`config.mk`:
```
export PLATFORM = sky130hd
export DESIGN_NAME = bomb_countdown_timer
export DESIGN_NICKNAME = d
export VERILOG_FILES = /design/src/rtl/bomb_countdown_timer.sv
export SDC_FILE = /design/constraint.sdc
export NUM_CORES = 1
export LEC_CHECK = 0
export BUFFER_PORTS_ARGS = -buffer_cell sky130_fd_sc_hd__buf_2
export CAP_MARGIN = 20
export CELL_PAD_IN_SITES_DETAIL_PLACEMENT = 1
export CELL_PAD_IN_SITES_GLOBAL_PLACEMENT = 1
export CORE_ASPECT_RATIO = 0.7
export CORE_MARGIN = 1
export CORE_UTILIZATION = 42
export DETAILED_ROUTE_END_ITERATION = 10
export GPL_ROUTABILITY_DRIVEN = 0
export GPL_TIMING_DRIVEN = 0
export PLACE_DENSITY_LB_ADDON = 0.1
export SYNTH_ARGS = -nofsm -noshare
export SYNTH_HDL_FRONTEND = slang
export SYNTH_SLANG_ARGS = --single-unit
```
`constraint.sdc`:
```
create_clock -name clk -period 4.2 [get_ports clk]
set_clock_uncertainty 0.1 [all_clocks]
set_input_delay 1.05 -clock clk [delete_from_list [all_inputs] [get_ports clk]]
set_output_delay 1.05 -clock clk [all_outputs]
set_load 0.02 [all_outputs]
```
`src/rtl/bomb_countdown_timer.sv`:
```
// Game countdown timer: turns 1 ms ticks into seconds and counts the remaining game time
// down from at most 9:59. Applies wrong-wire penalties and reports expiry or defusal.
//
// state   | meaning
// IDLE    | time loaded, waiting for start
// RUN     | counting down
// PAUSED  | frozen; the partial second in ms_cnt is kept
// EXPIRED | time ran out (terminal until load)
// DEFUSED | bomb defused (terminal until load)
module bomb_countdown_timer #(
    parameter int MS_PER_SEC   = 1000,
    parameter int PENALTY_SECS = 10,
    parameter int INIT_SECS    = 300
) (
    input  logic       clk,
    input  logic       rst,
    input  logic       ms_tick,
    input  logic       load,
    input  logic [9:0] load_secs,
    input  logic       start,
    input  logic       pause,
    input  logic       penalty,
    input  logic       defuse,
    output logic [9:0] time_secs,
    output logic [3:0] min_o,
    output logic [3:0] sec_tens_o,
    output logic [3:0] sec_ones_o,
    output logic       running,
    output logic       expired,
    output logic       defused_o,
    output logic       sec_pulse
);

    localparam int MS_CNT_W = (MS_PER_SEC > 1) ? $clog2(MS_PER_SEC) : 1;
    localparam logic [MS_CNT_W-1:0] MS_LAST = MS_CNT_W'(MS_PER_SEC - 1);
    localparam logic [10:0] PEN_SECS = 11'(PENALTY_SECS);
    localparam logic [9:0]  MAX_SECS = 10'd599;

    typedef enum logic [2:0] {
        IDLE,
        RUN,
        PAUSED,
        EXPIRED,
        DEFUSED
    } state_t;

    state_t              state_q, state_d;
    logic [9:0]          time_q, time_d;
    logic [MS_CNT_W-1:0] ms_cnt_q, ms_cnt_d;
    logic                sec_pulse_q, sec_pulse_d;

    logic                wrap;
    logic [10:0]         dec;
    logic [9:0]          time_sub;
    logic [9:0]          load_clamped;

    assign wrap         = ms_tick && (ms_cnt_q == MS_LAST);
    assign dec          = (penalty ? PEN_SECS : 11'd0) + {10'd0, wrap};
    // Saturating subtract: a penalty larger than the remaining time lands on 0, never wraps.
    assign time_sub     = ({1'b0, time_q} > dec) ? (time_q - dec[9:0]) : 10'd0;
    assign load_clamped = (load_secs > MAX_SECS) ? MAX_SECS : load_secs;

    always_comb begin
        state_d     = state_q;
        time_d      = time_q;
        ms_cnt_d    = ms_cnt_q;
        sec_pulse_d = 1'b0;
        case (state_q)
            IDLE: begin
                if (load) begin
                    time_d = load_clamped;
                end
                if (start) begin
                    ms_cnt_d = '0;
                    state_d  = (time_q == 10'd0) ? EXPIRED : RUN;
                end
            end
            RUN: begin
                if (defuse) begin
                    state_d = DEFUSED;
                end else if (pause) begin
                    state_d = PAUSED;
                end else begin
                    if (ms_tick) begin
                        ms_cnt_d = wrap ? '0 : ms_cnt_q + MS_CNT_W'(1);
                    end
                    sec_pulse_d = wrap;
                    time_d      = time_sub;
                    if (time_sub == 10'd0) begin
                        state_d = EXPIRED;
                    end
                end
            end
            PAUSED: begin
                if (defuse) begin
                    state_d = DEFUSED;
                end else if (start) begin
                    state_d = RUN;
                end
            end
            EXPIRED, DEFUSED: begin
                if (load) begin
                    time_d   = load_clamped;
                    ms_cnt_d = '0;
                    state_d  = IDLE;
                end
            end
            default: state_d = IDLE;
        endcase
    end

    always_ff @(posedge clk) begin
        if (rst) begin
            state_q     <= IDLE;
            time_q      <= 10'(INIT_SECS);
            ms_cnt_q    <= '0;
            sec_pulse_q <= 1'b0;
        end else begin
            state_q     <= state_d;
            time_q      <= time_d;
            ms_cnt_q    <= ms_cnt_d;
            sec_pulse_q <= sec_pulse_d;
        end
    end

    assign time_secs  = time_q;
    assign running    = (state_q == RUN);
    assign expired    = (state_q == EXPIRED);
    assign defused_o  = (state_q == DEFUSED);
    assign sec_pulse  = sec_pulse_q;

    // Display digits follow time_secs within the same cycle.
    assign min_o      = 4'(time_q / 10'd60);
    assign sec_tens_o = 4'((time_q % 10'd60) / 10'd10);
    assign sec_ones_o = 4'(time_q % 10'd10);

endmodule

```
==> results_dict.tcl, run 1 <==
set metrics [dict create \
    port_buffers 41 \
    end_kind "primary output" \
    synthesis.nets 439 \
    avgSynthCellArea_um2 6.93 \
    insertion_delay_ns 0.27 \
    worst_hold_slack_ns 0.437 \
    finalMaxSlewViolations 0 \
    io_pins 44 \
    grt_pass1_vias 3374 \
    period_needed_ns 4.22 \
    dr.pass1.iters 4 \
    grt-ovfl-total 0 \
    initial_core_util_pct 44.8 \
    start_kind "register" \
    met3_length_um 590 \
    drt_iter0_drc 212 \
    max_cap_viol_count 0 \
    synth_cell_types 78 \
    tightest_slew_ns 0.650 \
    diodes 0 \
    syn_to_final_growth_pct 28.6 \
    die_h_um 71.3 \
    dr_wl_met2_um 5210 \
    critPathArrivalTime_ns 3.07 \
    grt_max_degree 15 \
    cts_max_level 1 \
    hold_viol 0 \
    max_freq_mhz 237 \
    final_cell_area_um2 3700 \
    timing.slew.headroom_pct 56.2 \
    met1Wirelength_um 5470 \
    die_w_um 101 \
    dpl_cell_area_um2 3200 \
    required_ns 3.05 \
    drive_above_1_share_pct 28.2 \
    hpwl_um 8100 \
    final_common_cell "nor2_1" \
    clk_path_buf_depth 2 \
    grt.total_usage_pct 31.2 \
    hold_path_class "register to register" \
    fin_ws_ns -0.0195 \
    antenna_found_initial 0 \
    fin_setup_tns_ns -0.0195 \
    violations "setup timing" \
    dieArea_um2 7190 \
    yosysSeqAreaShare_pct 16.7 \
    synthCells 415 \
    setup_violations 1 \
    synth_warnings 0 \
    wirelength_um 11400 \
    clkTransAtPathRegs_ns 0.09 \
    viasPerCell 6.16 \
    synth-edff-count 0 \
    critical_path_class "register to primary output" \
    cts_sinks 24 \
    cts_inserted_buffers 3 \
    cts_root_buf "clkbuf_8" \
    post-route-period-util_pct 100 \
    synthFlopType "dfxtp_1" \
    pre_cts_slack_ns -0.247 \
    ys_seq_elements 24 \
    status "complete, but fails checks" \
    tritoncts "done" \
    drt-wirelength-per-cell_um 19.9 \
    syn-cell-area_um2 2880 \
    async_flop_share_pct 0 \
    cp_max_fo 10 \
    nNetsFinal 504 \
    drc 0 \
    vias 3514 \
    hold_buffers 0 \
    antenna_left 0 \
    final_cell_mix "nor2_1 (52), buf_2 (44), nand2_1 (38)" \
    rsz0062_at_grt "yes" \
    grt_pass1_wl_um 17700 \
    fp-row-count 24 \
    core-area_um2 6430 \
    num-fill-cells 852 \
    routed.top_layer "met4" \
]
## final cells by class
type	instances	area, um^2	area share, %
buffer	31	195	5.27
clock buffer	3	41.3	1.12
clock inverter	1	30.0	0.811
inverter	16	61.3	1.66
multi-input combinational	344	2390	64.6
sequential	24	497	13.4
tap	91	114	3.08
timing repair buffer	60	372	10.0
## synthesized netlist by cell type, drive strengths merged, types with 11 or more instances
cell type,number,area share (%)
nor2,55,7.3
nand2,40,5.2
a21oi,28,5.1
dfxtp,24,17
o21ai,22,3.8
nor3,18,3.1
buf,16,3.2
clkbuf,15,2.0
inv,15,2.0
nand3,12,2.1
xnor2,11,3.3
xor2,11,3.3
## timing repair
action                                  in CTS  in global routing
pin swaps                                   11                 15
gates resized for setup                     36                 35
endpoints found under the hold margin        0                  0
cloned                                       0                  1
endpoints found under the setup margin       4                  6
buffers inserted                            11                  7
## state kept, by name, indices dropped and copies added (netlist names)
signal,count
time_secs,10
ms_cnt_q,10
state_q,3
sec_pulse,1
## stage by stage
| step | utilization (%) | std cells |
|---|---|---|
| after global placement | 49.7 | 547 |
| after detailed placement | 49.7 | 547 |
| after global routing | 57.6 | 570 |
| after CTS | 54.2 | 562 |
| after floorplan | - | 415 |
| final | 57.6 | 570 |
## layer usage
metal / GRT usage, % / vias up
met5: 0 / -
li1: - / 1658
met4: 5.64 / 0
met1: 47.1 / 1749
met3: 3.90 / 13
met2: 47.9 / 94
## final timing paths
| check | startpoint | end | slack, ns | cells after the start |
|---|---|---|---|---|
| max | time_secs[5]$_SDFFE_PP1P_ | sec_ones_o[3] | -0.02 | 15 |
| min | time_secs[0]$_SDFFE_PP0P_ | time_secs[0]$_SDFFE_PP0P_ | 0.44 | 2 |
| max reg2reg | ms_cnt_q[0]$_SDFFE_PP0P_ | time_secs[5]$_SDFFE_PP1P_ | 0.60 | 14 |
| min reg2reg | time_secs[0]$_SDFFE_PP0P_ | time_secs[0]$_SDFFE_PP0P_ | 0.44 | 2 |
## worst max-delay path, cell delays in order (launching register included)
cell and delay [ns]:
dfxtp_1 0.37, buf_6 0.16, buf_6 0.17, nand2_1 0.07, o21ai_1 0.26, o22a_2 0.29, nand2_1 0.13, o2111a_1 0.17
a211oi_2 0.21, xnor2_1 0.13, ha_2 0.21, inv_2 0.05, nand2_1 0.04, o211a_1 0.20, a22o_1 0.19, buf_6 0.13
## kinds of logic (layout without fill, tap and decap cells)
| group | Yosys count | in the layout | share of synthesized area, % |
|---|---|---|---|
| AOI/OAI and AO/OA | 131 | 131 | 33.8 |
| muxes | 8 | 8 | 2.91 |
| buffers and inverters | 47 | 111 | 7.26 |
| adders and majority gates | 8 | 8 | 3.57 |
| other | 1 | 1 | 0.130 |
| and+or+nand+nor | 174 | 174 | 29.0 |
| xor gates and xnor gates | 22 | 22 | 6.70 |
| DFF | 24 | 24 | 16.7 |
Power of run 1 is left out: the tool's default activity adds up to more than one toggle a clock period on the data nets, which glitch-free logic cannot reach.
==> run 2, diff against run 1 <==
==> constraint.sdc (replaced) <==
create_clock -name clk -period 4.5 [get_ports clk]
set_clock_uncertainty 0.1 [all_clocks]
set_input_delay 1.125 -clock clk [delete_from_list [all_inputs] [get_ports clk]]
set_output_delay 1.125 -clock clk [all_outputs]
set_load 0.02 [all_outputs]
==> run 2 against run 1 <==
Compared with the run above:
- the flow now finishes without violations
- non-clock buffer count is 8 lower
- die area stayed put
- count of clock-buffer cells in the layout stayed put
- wire length is 6.3% lower
- register-to-register slack better by 0.30 ns
- critical path depth stayed put
- highest routed layer unchanged
- final area is 6.5% lower
- largest cell class unchanged
- sequential share of layout area is 0.60 points higher
- first-iteration DRC count is 33% higher
- critical endpoint unchanged
==> results_dict.tcl, run 2 (synthesized netlist as in run 1, its figures left out) <==
set metrics [dict create \
    tritoncts "done" \
    syn_to_final_growth_pct 20.3 \
    max_freq_mhz 225 \
    post-route-period-util_pct 98.7 \
    finalMaxSlewViolations 0 \
    vias 3497 \
    critPathArrivalTime_ns 3.22 \
    worstSetupPathDepth 15 \
    hold_start "time_secs[0]$_SDFFE_PP0P_" \
    dr.pass1.iters 4 \
    start_kind "register" \
    drc 0 \
    r2r_cells 14 \
    die_w_um 101 \
    r2r-start "ms_cnt_q[0]$_SDFFE_PP0P_" \
    gr-usage-met1_pct 46.5 \
    path_common_cell "buf_4" \
    drt_iter0_drc 283 \
    insertion_delay_ns 0.27 \
    grt_max_degree 15 \
    hold_path_class "register to register" \
    timing.slew.headroom_pct 60.2 \
    hold_buffers 0 \
    viasPerCell 6.22 \
    drive_above_1_share_pct 23.4 \
    critical_path_class "register to primary output" \
    slowest_delay_ns 0.34 \
    fin_setup_tns_ns 0 \
    diodes 0 \
    initial_core_util_pct 44.8 \
    critPathSlowestCell "dfxtp_1" \
    final_common_cell "nor2_1" \
    core-area_um2 6430 \
    required_ns 3.27 \
    use_met3_pct 3.32 \
    grt.total_usage_pct 30.3 \
    final_cell_mix "nor2_1 (53), buf_2 (46), nand2_1 (39)" \
    cts_root_buf "clkbuf_8" \
    cp_max_fo 9 \
    fp-row-count 24 \
    drt-wirelength-per-cell_um 18.9 \
    dieArea_um2 7190 \
    use_met2_pct 46.5 \
    top_usage_layer "met2" \
    clkTransAtPathRegs_ns 0.09 \
    grt_pass1_wl_um 17200 \
    hold_viol 0 \
    critical_path_buf_inv_count 4 \
    port_buffers 41 \
    grt_pass1_vias 3312 \
    nNetsFinal 496 \
    grt-ovfl-total 0 \
    setup_violations 0 \
    clk_path_buf_depth 2 \
    period_needed_ns 4.44 \
    end_kind "primary output" \
    crit_start "time_secs[9]$_SDFFE_PP0P_" \
    cts_sinks 24 \
    max_cap_viol_count 0 \
    antenna_found_initial 0 \
    io_pins 44 \
    num-fill-cells 889 \
    antenna_left 0 \
    tightest_slew_ns 0.591 \
    status "finished clean" \
    whs_path_depth 2 \
    crit_family "compound AO/OA/AOI/OAI gates" \
    wirelength_um 10600 \
    path_cells "buf_4 > nor2b_2 > a22oi_1 > o221ai_4 > buf_4 > nor2_1 > a311oi_2 > a211oi_2 > xnor2_1 > ha_1 > inv_1 > nand2_1 > o211a_1 > a22o_1 > buf_2" \
    cts_inserted_buffers 3 \
    hpwl_um 8100 \
    cts_max_level 1 \
    die_h_um 71.3 \
]
run 2: worst reg2reg max path, cell delays in order (launching register included):
cell and delay, ns:
dfxtp_1 0.38, ha_1 0.23, nand3_1 0.09, or3_1 0.41
inv_1 0.10, ha_1 0.17, inv_1 0.05, fa_1 0.41
nor2_1 0.12, a31oi_1 0.08, o22a_1 0.24, nor2_2 0.30
nor2_1 0.18, a32o_1 0.30, a221o_1 0.33
run 2: area by class of cell:
class / instances / area (um^2) / area share [%]
repair buffers: 52 / 288 / 8.31
clock inverters: 1 / 30.0 / 0.867
plain buffers: 31 / 159 / 4.59
flip-flops and latches: 24 / 485 / 14.0
clock buffers: 3 / 41.3 / 1.19
multi-input cells: 344 / 2280 / 66.0
inverters: 16 / 61.3 / 1.77
well taps: 91 / 114 / 3.29
run 2: final timing paths:
kind	end	slack, ns
max	sec_ones_o[3]	0.06
min	time_secs[0]$_SDFFE_PP0P_	0.43
max reg2reg	time_secs[5]$_SDFFE_PP1P_	0.90
min reg2reg	time_secs[0]$_SDFFE_PP0P_	0.43
run 2: stage by stage:
step                area (um^2)  util (%)  worst slack [ns]  hold WS [ns]  std cells
floorplan                  2880         -             0.282         0.379        415
global placement           3200      49.7             0.123         0.393        547
detailed placement         3200      49.7           -0.0218         0.425        547
CTS                        3370      52.4            0.0232         0.442        555
global route               3460      53.9           -0.0620         0.482        562
finish                     3460      53.9            0.0583         0.434        562
run 2: routing by layer:
layer,share of wire [%],vias up,wire length (um)
li1,-,1644,-
met1,48,1693,5100
met2,44,147,4700
met3,7.2,13,771
met4,0.70,0,75
met5,0,-,0
run 2: repair_timing:
action / 4_1_cts / 5_1_grt
endpoints found under the setup margin: 2 / 3
buffers inserted: 4 / 7
pin swaps: 6 / 3
gates resized for setup: 17 / 13
Power of run 2 is left out for the same reason.
==> run 3, diff against run 2 <==
--- a/config.mk
+++ b/config.mk
@@ -11,7 +11,7 @@
 export CELL_PAD_IN_SITES_GLOBAL_PLACEMENT = 1
 export CORE_ASPECT_RATIO = 0.7
 export CORE_MARGIN = 1
-export CORE_UTILIZATION = 42
+export CORE_UTILIZATION = 40
 export DETAILED_ROUTE_END_ITERATION = 10
 export GPL_ROUTABILITY_DRIVEN = 0
 export GPL_TIMING_DRIVEN = 0
==> run 3 against run 2 <==
Compared with the run above:
- global-route usage fell by 1.8 points
- highest routed layer unchanged
- via count is 3.4% lower
- sequential share of layout area grew 0.097 points
- worst setup slack better by 0.043 ns
==> results_dict.tcl, run 3 (synthesized netlist as in run 1, its figures left out) <==
set metrics [dict create \
    fp-row-count 25 \
    start_kind "register" \
    critical_path_class "register to primary output" \
    syn_to_final_growth_pct 19.5 \
    routed.top_layer "met4" \
    final_cell_mix "nor2_1 (52), buf_2 (47), nand2_1 (39)" \
    r2r-start "ms_cnt_q[0]$_SDFFE_PP0P_" \
    period_needed_ns 4.40 \
    drt_iter0_drc 227 \
    grt-ovfl-total 0 \
    hold_viol 0 \
    critPathArrivalTime_ns 3.17 \
    io_pins 44 \
    whs_path_depth 2 \
    die_w_um 103 \
    grt_max_degree 15 \
    num-fill-cells 895 \
    r2r-end "time_secs[5]$_SDFFE_PP1P_" \
    core-area_um2 6850 \
    drc 0 \
    final_common_cell "nor2_1" \
    nNetsFinal 492 \
    timing.slew.headroom_pct 54.0 \
    hold_buffers 0 \
    diodes 0 \
    setup_violations 0 \
    die_h_um 73.0 \
    cts_root_buf "clkbuf_8" \
    met1Wirelength_um 5410 \
    hpwl_um 7870 \
    clkTransAtPathRegs_ns 0.10 \
    insertion_delay_ns 0.27 \
    drt-wirelength-per-cell_um 18.5 \
    end_kind "primary output" \
    cts_inserted_buffers 3 \
    met3_length_um 490 \
    antenna_left 0 \
    dr_wl_met2_um 4440 \
    dr.pass1.iters 5 \
    vias 3377 \
    post-route-period-util_pct 97.8 \
    wirelength_um 10400 \
    max_freq_mhz 227 \
    grt_pass1_vias 3220 \
    utilization_pct 50.2 \
    r2r_cells 14 \
    required_ns 3.27 \
    dieArea_um2 7540 \
    initial_core_util_pct 42.0 \
    cts_max_level 1 \
    grt.total_usage_pct 28.5 \
    tritoncts "done" \
    hold_path_class "register to register" \
    antenna_found_initial 0 \
    max_cap_viol_count 0 \
    min_to "time_secs[0]$_SDFFE_PP0P_" \
    finalMaxSlewViolations 0 \
    viasPerCell 6.02 \
    drive_above_1_share_pct 22.9 \
    cts_sinks 24 \
    clk_path_buf_depth 2 \
    tightest_slew_ns 0.683 \
    port_buffers 41 \
    status "finished clean" \
    rsz0062_at_grt "yes" \
    hold_start "time_secs[0]$_SDFFE_PP0P_" \
    rrSetupSlack_ns 0.94 \
    grt_pass1_wl_um 16700 \
    cp_max_fo 10 \
]
run 3: changes by cell type in the layout (fill, tap and decap cells not counted), sizes merged:
cell / previous run / this run
clkbuf: 21 / 19
buf: 65 / 63
run 3: critical path, cell delays in order, from the launching register on:
cell and delay (ns):
dfxtp_1 0.32, buf_4 0.16, buf_2 0.19, nor3b_2 0.27, a211oi_2 0.09, o22a_2 0.28, buf_4 0.16, a311oi_2 0.27
a211oi_2 0.13, xnor2_1 0.16, ha_1 0.21, inv_1 0.07, nand2_1 0.05, o211a_1 0.21, a22o_1 0.19, buf_2 0.15
run 3: per-layer routing:
layer	global-route usage, %	up-vias
met3	3.64	6
met5	0	-
met4	2.35	0
li1	-	1631
met2	43.3	94
met1	44.0	1646
run 3: timing repair:
action | in CTS | in global routing
setup buffers | 4 | 3
endpoints found under the hold margin | 0 | 0
gates resized for setup | 15 | 15
pin swaps | 3 | 3
endpoints found under the setup margin | 2 | 2
run 3: worst max path at each step:
stage                                    startpoint       endpoint
after global routing      time_secs[9]$_SDFFE_PP0P_  sec_ones_o[3]
after floorplan           time_secs[5]$_SDFFE_PP1P_  sec_tens_o[2]
after CTS                 time_secs[5]$_SDFFE_PP1P_  sec_ones_o[3]
after detailed placement  time_secs[7]$_SDFFE_PP0P_  sec_ones_o[3]
after global placement    time_secs[7]$_SDFFE_PP0P_  sec_ones_o[3]
final                     time_secs[9]$_SDFFE_PP0P_  sec_ones_o[3]
run 3: stage by stage:
stage	cells	instance area [um^2]	worst slack (ns)	hold WS, ns	setup TNS (ns)
after floorplan	415	2880	0.282	0.379	0
after global placement	550	3200	0.105	0.390	0
after detailed placement	550	3200	-0.0248	0.409	-0.0248
after CTS	558	3350	0.00831	0.424	0
after global routing	561	3440	-0.0255	0.450	-0.0255
final	561	3440	0.101	0.423	0
run 3: layout make-up:
cell class	count	area, um^2	share of cell area [%]
tap	94	118	3.42
buffer	31	155	4.51
sequential	24	485	14.1
clock inverter	1	30.0	0.873
timing repair buffer	48	258	7.50
inverter	16	61.3	1.78
clock buffer	3	41.3	1.20
multi-input combinational	344	2290	66.6
Power of run 3 is left out for the same reason.
